==> src/rtl/passcode_register_bank.sv <==
// passcode_register_bank: collects switch digits, stores a system code, compares entries and locks out after repeated failures
module passcode_register_bank #(
    parameter int DIGIT_W    = 2,
    parameter int NUM_DIGITS = 4,
    parameter int MAX_FAILS  = 3
) (
    input  logic               clk,
    input  logic               system_reset,
    input  logic               input_value,
    input  logic               store_value,
    input  logic               compare,
    input  logic               input_reset,
    input  logic [DIGIT_W-1:0] bits,
    input  logic               show_stored,
    output logic [3:0]         reg0,
    output logic [3:0]         reg1,
    output logic [3:0]         reg2,
    output logic [3:0]         reg3,
    output logic [2:0]         digit_count,
    output logic               entry_full,
    output logic               stored_valid,
    output logic               correct_password,
    output logic               incorrect_password,
    output logic               lockout
);
    localparam int IW = (NUM_DIGITS > 1) ? $clog2(NUM_DIGITS) : 1;
    localparam int FW = $clog2(MAX_FAILS + 1);
    localparam logic [2:0]    ND = 3'(NUM_DIGITS);
    localparam logic [FW-1:0] MF = FW'(MAX_FAILS);

    logic [NUM_DIGITS-1:0][DIGIT_W-1:0] r_entry, r_code, w_disp;
    logic [2:0]    r_cnt;
    logic [FW-1:0] r_fails;
    logic          r_in_q, r_st_q, r_cmp_q;
    logic          r_valid, r_ok, r_bad, r_lock;
    logic          w_in_e, w_st_e, w_cmp_e, w_full, w_match;

    assign w_in_e  = input_value & ~r_in_q;
    assign w_st_e  = store_value & ~r_st_q;
    assign w_cmp_e = compare & ~r_cmp_q;
    assign w_full  = (r_cnt == ND);
    assign w_match = w_full && (r_entry == r_code);

    always_ff @(posedge clk or posedge system_reset) begin
        if (system_reset) begin
            r_entry <= '0;
            r_code  <= '0;
            r_cnt   <= '0;
            r_fails <= '0;
            r_in_q  <= 1'b0;
            r_st_q  <= 1'b0;
            r_cmp_q <= 1'b0;
            r_valid <= 1'b0;
            r_ok    <= 1'b0;
            r_bad   <= 1'b0;
            r_lock  <= 1'b0;
        end else begin
            r_in_q  <= input_value;
            r_st_q  <= store_value;
            r_cmp_q <= compare;
            // one action per cycle; a winning edge that turns out to be a no-op still drops the others
            if (input_reset) begin
                r_entry <= '0;
                r_cnt   <= '0;
                r_ok    <= 1'b0;
                r_bad   <= 1'b0;
            end else if (!r_lock && w_st_e) begin
                if (w_full) begin
                    r_code  <= r_entry;
                    r_valid <= 1'b1;
                    r_entry <= '0;
                    r_cnt   <= '0;
                    r_fails <= '0;
                end
            end else if (!r_lock && w_cmp_e) begin
                if (r_valid) begin
                    r_entry <= '0;
                    r_cnt   <= '0;
                    r_ok    <= w_match;
                    r_bad   <= !w_match;
                    if (w_match) begin
                        r_fails <= '0;
                    end else begin
                        if (r_fails != MF) r_fails <= r_fails + 1'b1;
                        if (r_fails == MF - 1'b1) r_lock <= 1'b1;
                    end
                end
            end else if (!r_lock && w_in_e) begin
                r_ok  <= 1'b0;
                r_bad <= 1'b0;
                if (!w_full) begin
                    r_entry[r_cnt[IW-1:0]] <= bits;
                    r_cnt <= r_cnt + 3'd1;
                end
            end
        end
    end

    // r_code only ever holds zeros until a code is committed
    assign w_disp = show_stored ? r_code : r_entry;
    assign reg0 = 4'(w_disp[0]);
    assign reg1 = 4'(w_disp[1]);
    assign reg2 = 4'(w_disp[2]);
    assign reg3 = 4'(w_disp[3]);
    assign digit_count        = r_cnt;
    assign entry_full         = w_full;
    assign stored_valid       = r_valid;
    assign correct_password   = r_ok;
    assign incorrect_password = r_bad;
    assign lockout            = r_lock;
endmodule

==> config.mk <==
export PLATFORM = sky130hd
export DESIGN_NAME = passcode_register_bank
export DESIGN_NICKNAME = d
export VERILOG_FILES = /design/src/rtl/passcode_register_bank.sv
export SDC_FILE = /design/constraint.sdc
export NUM_CORES = 1
export LEC_CHECK = 0
export BUFFER_PORTS_ARGS = -buffer_cell sky130_fd_sc_hd__buf_2
export CELL_PAD_IN_SITES_DETAIL_PLACEMENT = 0
export CELL_PAD_IN_SITES_GLOBAL_PLACEMENT = 2
export CORE_MARGIN = 2
export CORE_UTILIZATION = 35
export CTS_CLUSTER_DIAMETER = 150
export DETAILED_ROUTE_END_ITERATION = 6
export HOLD_SLACK_MARGIN = 0.05
export PLACE_DENSITY_LB_ADDON = 0.1
export RECOVER_POWER = 50
export SKIP_CTS_REPAIR_TIMING = 1
export SLEW_MARGIN = 30
export SYNTH_ARGS = -nofsm -noshare
export SYNTH_HDL_FRONTEND = slang
export SYNTH_SLANG_ARGS = --single-unit
export TNS_END_PERCENT = 10
==> constraint.sdc <==
create_clock -name clk -period 2.2 [get_ports clk]
set_clock_uncertainty 0.2 [all_clocks]
set_input_delay 0.44 -clock clk [delete_from_list [all_inputs] [get_ports clk]]
set_output_delay 0.44 -clock clk [all_outputs]
set_load 0.005 [all_outputs]
==> run_results.csv, run 1 <==
group,metric,value,unit
drt,antenna_violating_nets_post_route,0,
timing,slew_violations,0,
cts,tritoncts.num_buffers,3,
setup_path,critPathTopFamily,"simple AND/OR/NAND/NOR gates",
layout,final.fill_count,468,
timing,timing.final.hold_violations,0,
setup_path,path_depth,7,
cts,clock_sinks,28,
power,power_leakage,0.939,nW
setup_path,r2r-end,"r_fails[1]",
timing,final.period_utilization,94.0,%
grt,grt_antenna_before_repair,0,
setup_path,ff_to_ff_path_depth,7,
drt,avgRoutedWirePerCell,15.3,µm
placed_design,place.port_buffers,24,
floorplanning,chipWidth,72.9,µm
status,run_status,"completed",
cts,cts_tree,"done",
cts,clock_insertion_delay_worst_skew,0.27,ns
synth,synth-main-ff-cell,"dfrtp_1",
layout,layoutNonFillerInstCount,228,
layout,flow.area_growth_from_synthesis,13.2,%
layout,mostFrequentLayoutCells,"dfrtp_1 (28), buf_2 (20), mux2_2 (15)",
setup_path,arrival,2.04,ns
synth,synth_cells,144,
worst_hold_path,worstHoldPathType,"input port to flop",
setup_path,critPathCaptureType,"flop",
synth,synth-seq-cells,28,
layout,layout.cells.most_common,"dfrtp_1",
layout,proportion_of_layout_cells_with_a_drive_suffix_above_1,35.1,%
floorplanning,initial_utilization,35.6,%
grt,grt.total_usage,14.2,%
setup_path,worst_setup_slack_for_register_to_register_paths,0.13,ns
drt,drt_wl_total,3500,µm
setup_path,setup.worst_path.class,"flop to flop",
timing,setup_violating_endpoint_count_in_the_final_report,0,
floorplanning,placeableCoreArea,4660,µm²
grt,grt_start_max_net_pins,29,
synth,ys_types,45,
layout,num-nets-final,190,
power,max_ir_drop_vdd,0.211,mV
worst_hold_path,min-delay-start,"input_value",
drt,drt_initial_violations,42,
synth,async_reset_ff_share,100,%
setup_path,critical_path.cell_chain,"inv_1 -> ha_2 -> nand2_2 -> or4_4 -> nand2_4 -> o21ai_2 -> a22o_1",
timing,hold_ws,0.124,ns
setup_path,startpoint_type,"flop",
synth,synth-edff-count,0,
timing,fmax,0.483,GHz
drt,drt_first_pass_iters,5,
grt,global_route_wire_length_before_repair,5770,µm
layout,antennaDiodeCount,0,
cts,clk_root_buf,"clkbuf_8",
power,power,0.00105,W
run,max_cap_violations,0,
timing,max_slew_margin,50.7,%
placed_design,replace_congestion,0.764,
setup_path,critPathBufInv,1,
worst_hold_path,hold-path-endpoint,"r_in_q",
setup_path,critical_path_peak_fanout,10,
drt,drt_drc_violations_left,0,
synth,average_cell_area_after_synthesis,11.5,µm²
setup_path,critical_path_required,2.17,ns
grt,vias_in_the_first_global_route,1103,
timing,period_minus_slack,2.07,ns
floorplanning,fp-row-count,25,
synth,synth-seq-area-share,42.2,%
timing,worstMarginPinSlew,0.739,ns
drt,vias,1156,
floorplanning,die-area,5310,µm²
power,cellPowerDensity,561,nW/µm²
drt,detail_route.vias_per_cell,5.07,
cts,cts-htree-levels,1,
floorplanning,die_h,72.9,µm
synth,yosysWarningCount,0,
setup_path,critPathMaxStageDelay,0.55,ns
grt,globalRouteOverflowTotal,0,
setup_path,slowest_stage,"or4_4",
synth,synthesis.area,1660,µm²
placed_design,place.detailed.instances,224,
cts,clk_pin_slew,0.10,ns
worst_hold_path,holdPathStages,1,
floorplanning,top_level_ports,33,
timing,rsz0062_at_grt,"no",
setup_path,regToRegStartpoint,"digit_count[1]",
cts,number_of_buffers_on_the_longest_clock_path,2,
timing,tns,0,ns
placed_design,hpwl,2690,µm
synthesized netlist by cell type, drive strengths merged (2+ instances only):
master | instances | area (µm²)
buf | 11 | 90.1
nor3 | 2 | 21.3
xnor2 | 7 | 61.3
nand2 | 10 | 47.6
or2b | 2 | 15.0
o21ai | 4 | 23.8
nand4 | 2 | 18.8
a21o | 3 | 23.8
nand2b | 3 | 26.3
dfrtp | 28 | 701
nand3 | 2 | 10.0
a21oi | 4 | 20.0
mux2 | 16 | 184
a32o | 9 | 90.1
nor2 | 10 | 37.5
inv | 6 | 22.5
ha | 6 | 75.1
a22o | 2 | 17.5
metrics by stage:
stage	instance area, µm²	util (%)	setup slack (ns)
2_1_floorplan	1690	-	0.155
3_3_place_gp	1830	39.3	0.157
3_5_place_dp	1830	39.3	0.103
4_1_cts	1890	40.5	0.0872
5_1_grt	1880	40.3	0.0384
6_report	1880	40.3	0.131
kinds of logic (layout without fill, tap and decap cells):
logic type               count (synthesis)  count (layout)  share of synthesized area (%)
flip-flops                              28              28                           42.2
other                                    1               8                          0.226
buffers and inverters                   18              41                           7.01
AND/OR/NAND/NOR                         38              38                           16.8
adder cells (fa/ha/maj)                  6               6                           4.52
multiplexers                            16              16                           11.1
AO/OA/AOI/OAI                           29              29                           13.9
XOR/XNOR                                 8               8                           4.22
state kept, by name, indices dropped and copies added, names as in the netlist:
register / count
r_code: 8
r_entry: 8
digit_count: 3
r_fails: 2
correct_password: 1
incorrect_password: 1
lockout: 1
r_cmp_q: 1
r_in_q: 1
r_st_q: 1
stored_valid: 1
power breakdown:
group | switching (W) | total [W] | leakage (nW) | internal (W)
Sequential | 0.0000267 | 0.000564 | 0.380 | 0.000537
Combinational | 0.0000927 | 0.000167 | 0.530 | 0.0000745
Clock | 0.000163 | 0.000323 | 0.0288 | 0.000160
Total | 0.000283 | 0.00105 | 0.939 | 0.000772
worst max path at each step:
stage | from | to
3_3_place_gp | digit_count[1] | r_fails[1]
2_1_floorplan | digit_count[0] | r_fails[1]
4_1_cts | digit_count[1] | r_fails[1]
3_5_place_dp | digit_count[1] | r_fails[1]
6_report | digit_count[1] | r_fails[1]
5_1_grt | digit_count[1] | r_fails[1]
worst reg2reg max path, delay by kind of cell (launching register included):
| kind | cells | cell delay (ns) |
|---|---|---|
| adders and majority gates | 1 | 0.22 |
| buffers and inverters | 1 | 0.10 |
| and+or+nand+nor | 3 | 0.78 |
| DFF | 1 | 0.39 |
| AOI/OAI and AO/OA | 2 | 0.29 |
cell type report:
type	count	area (µm²)	area share [%]
Multi-Input combinational cell	105	872	46.4
Sequential cell	28	701	37.3
Timing Repair Buffer	31	161	8.59
Tap cell	54	67.6	3.60
Clock buffer	4	55.1	2.93
Inverter	6	22.5	1.20
layer usage:
layer / vias up / track usage (%) / part of all wire (%)
met4: 0 / 4.32 / 0.71
met1: 569 / 20.6 / 50
met3: 2 / 2.07 / 2.5
met5: - / 0 / 0
li1: 565 / - / -
met2: 20 / 21.7 / 47
(Power assumes the default switching activity.)
==> run 2: changes to the inputs <==
--- a/config.mk
+++ b/config.mk
@@ -14,7 +14,6 @@
 export DETAILED_ROUTE_END_ITERATION = 6
 export HOLD_SLACK_MARGIN = 0.05
 export PLACE_DENSITY_LB_ADDON = 0.1
-export RECOVER_POWER = 50
 export SKIP_CTS_REPAIR_TIMING = 1
 export SLEW_MARGIN = 30
 export SYNTH_ARGS = -nofsm -noshare
==> constraint.sdc (replaced) <==
create_clock -name clk -period 2.2 [get_ports clk]
set_clock_uncertainty 0.2 [all_clocks]
set_input_delay 0.44 -clock clk [delete_from_list [all_inputs] [get_ports clk]]
set_output_delay 0.44 -clock clk [all_outputs]
set_load 0.05 [all_outputs]
==> run_results.csv, run 2 (synthesized netlist as in run 1, its figures left out) <==
group,metric,value,unit
setup_path,setup.worst_path.class,"flop to output pin",
grt,globalRouteOverflowTotal,0,
setup_path,critical_path_required,1.56,ns
power,seq_power_share,47.1,%
setup_path,slowest_stage,"dfrtp_2",
power,power_leakage,0.954,nW
floorplanning,placeableCoreArea,4660,µm²
timing,timing.final.hold_violations,0,
setup_path,startpoint_type,"flop",
placed_design,replace_congestion,0.820,
timing,setup_violating_endpoint_count_in_the_final_report,0,
grt,grt_start_max_net_pins,29,
cts,clock_insertion_delay_worst_skew,0.28,ns
layout,flow.area_growth_from_synthesis,16.7,%
power,clockPowerShare,34.4,%
cts,cts-htree-levels,1,
cts,clock_sinks,28,
timing,final.period_utilization,96.1,%
floorplanning,die-area,5310,µm²
drt,antenna_violating_nets_post_route,0,
power,cellPowerDensity,622,nW/µm²
drt,drt_wl_total,3610,µm
grt,grt_antenna_before_repair,0,
setup_path,critPathMaxStageDelay,0.44,ns
floorplanning,chipWidth,72.9,µm
layout,num-nets-final,190,
setup_path,critPathTopFamily,"buffers and inverters",
power,pwr-share-comb,18.5,%
placed_design,place.detailed.instances,222,
power,sw_frac_of_total,28.8,%
grt,grt.total_usage,15.0,%
cts,clk_root_buf,"clkbuf_8",
status,run_status,"completed",
layout,antennaDiodeCount,0,
timing,slew_violations,0,
grt,vias_in_the_first_global_route,1218,
setup_path,critPathBufInv,4,
placed_design,hpwl,2700,µm
timing,fmax,0.473,GHz
worst_hold_path,worstHoldPathType,"input port to async pin",
drt,detail_route.vias_per_cell,5.14,
floorplanning,die_h,72.9,µm
power,cell_internal_pwr,0.000858,W
cts,clk_pin_slew,0.10,ns
layout,layout.area.seq,703,µm²
layout,proportion_of_layout_cells_with_a_drive_suffix_above_1,41.4,%
drt,vias,1172,
setup_path,critPathCaptureType,"output pin",
floorplanning,initial_utilization,35.6,%
floorplanning,fp-row-count,25,
power,power,0.00120,W
timing,period_minus_slack,2.11,ns
drt,drt_first_pass_iters,4,
setup_path,critical_path_peak_fanout,4,
floorplanning,top_level_ports,33,
layout,mostFrequentLayoutCells,"dfrtp_1 (26), buf_2 (23), mux2_2 (15)",
drt,drt_drc_violations_left,0,
power,netSwitchingPower,0.000347,W
layout,layoutNonFillerInstCount,228,
setup_path,critical_path.cell_chain,"inv_2 -> ha_4 -> nand2_2 -> buf_4 -> clkinvlp_4 -> buf_8",
run,max_cap_violations,0,
drt,drt_initial_violations,36,
layout,final.fill_count,462,
drt,avgRoutedWirePerCell,15.8,µm
placed_design,place.port_buffers,24,
power,max_ir_drop_vdd,0.385,mV
cts,number_of_buffers_on_the_longest_clock_path,2,
cts,cts_tree,"done",
cts,tritoncts.num_buffers,3,
setup_path,arrival,1.47,ns
layout,layout.cells.most_common,"dfrtp_1",
layout,multiInputGateArea,886,µm²
grt,global_route_wire_length_before_repair,6120,µm
## run 2: cell types whose count changed in the layout (fill, tap and decap cells not counted), moves of 2 or more
cell	previous run	this run
clkbuf_1	5	0
inv_1	5	2
inv_2	1	3
dfrtp_2	0	2
dfrtp_1	28	26
buf_4	5	7
buf_2	20	23
## run 2: worst paths after layout
kind                               startpoint                  to  slack [ns]  cells past startpoint
max                            digit_count[0]          entry_full        0.09                      6
min                              system_reset      digit_count[0]        0.02                      3
max reg2reg                    digit_count[0]          r_fails[1]        0.17                      7
min reg2reg                incorrect_password  incorrect_password        0.29                      1
max in group asynchronous        system_reset      digit_count[1]        1.49                      3
min in group clk                  input_value              r_in_q        0.11                      1
## run 2: metrics by stage
stage | TNS [ns] | hold slack (ns) | util, % | instance area, µm² | setup slack [ns]
after global routing | -0.00175 | 0.0568 | 41.6 | 1940 | -0.00175
after global placement | 0 | 0.257 | 39.2 | 1830 | 0.106
final | 0 | 0.0166 | 41.6 | 1940 | 0.0850
after CTS | -0.159 | 0.0232 | 40.8 | 1900 | -0.159
after detailed placement | 0 | 0.270 | 39.2 | 1830 | 0.0505
after floorplan | -0.0228 | 0.271 | - | 1700 | -0.0228
## run 2: layout make-up
cell class                 instances  share of cell area (%)
timing repair buffer              31                    9.43
clock buffer                       3                    2.13
clock inverter                     1                    1.55
multi-input combinational        105                    45.7
sequential                        28                    36.3
tap                               54                    3.49
inverter                           6                    1.36
## run 2: power by group through the flow
stage          registers, W  logic [W]  clock network, W
2_1_floorplan      0.000588   0.000167                 0
3_3_place_gp       0.000576   0.000217                 0
3_5_place_dp       0.000578   0.000217                 0
4_1_cts            0.000567   0.000218          0.000425
5_1_grt            0.000572   0.000252          0.000449
6_report           0.000567   0.000223          0.000414
## run 2: worst register-to-register path: stages (launching register included)
cell,delay (ns)
dfrtp_2,0.44
inv_2,0.09
ha_4,0.15
nand2_2,0.10
or4_4,0.56
nand2_4,0.10
o21ai_2,0.06
a22o_1,0.23
## run 2: routing by layer
metal | global-route usage [%] | vias to the layer above | routed length, µm | share of wire, %
met5 | 0 | - | 0 | 0
met4 | 4.32 | 0 | 27 | 0.75
met3 | 2.21 | 2 | 101 | 2.8
met2 | 24.2 | 21 | 1710 | 47
met1 | 20.9 | 582 | 1780 | 49
li1 | - | 567 | - | -
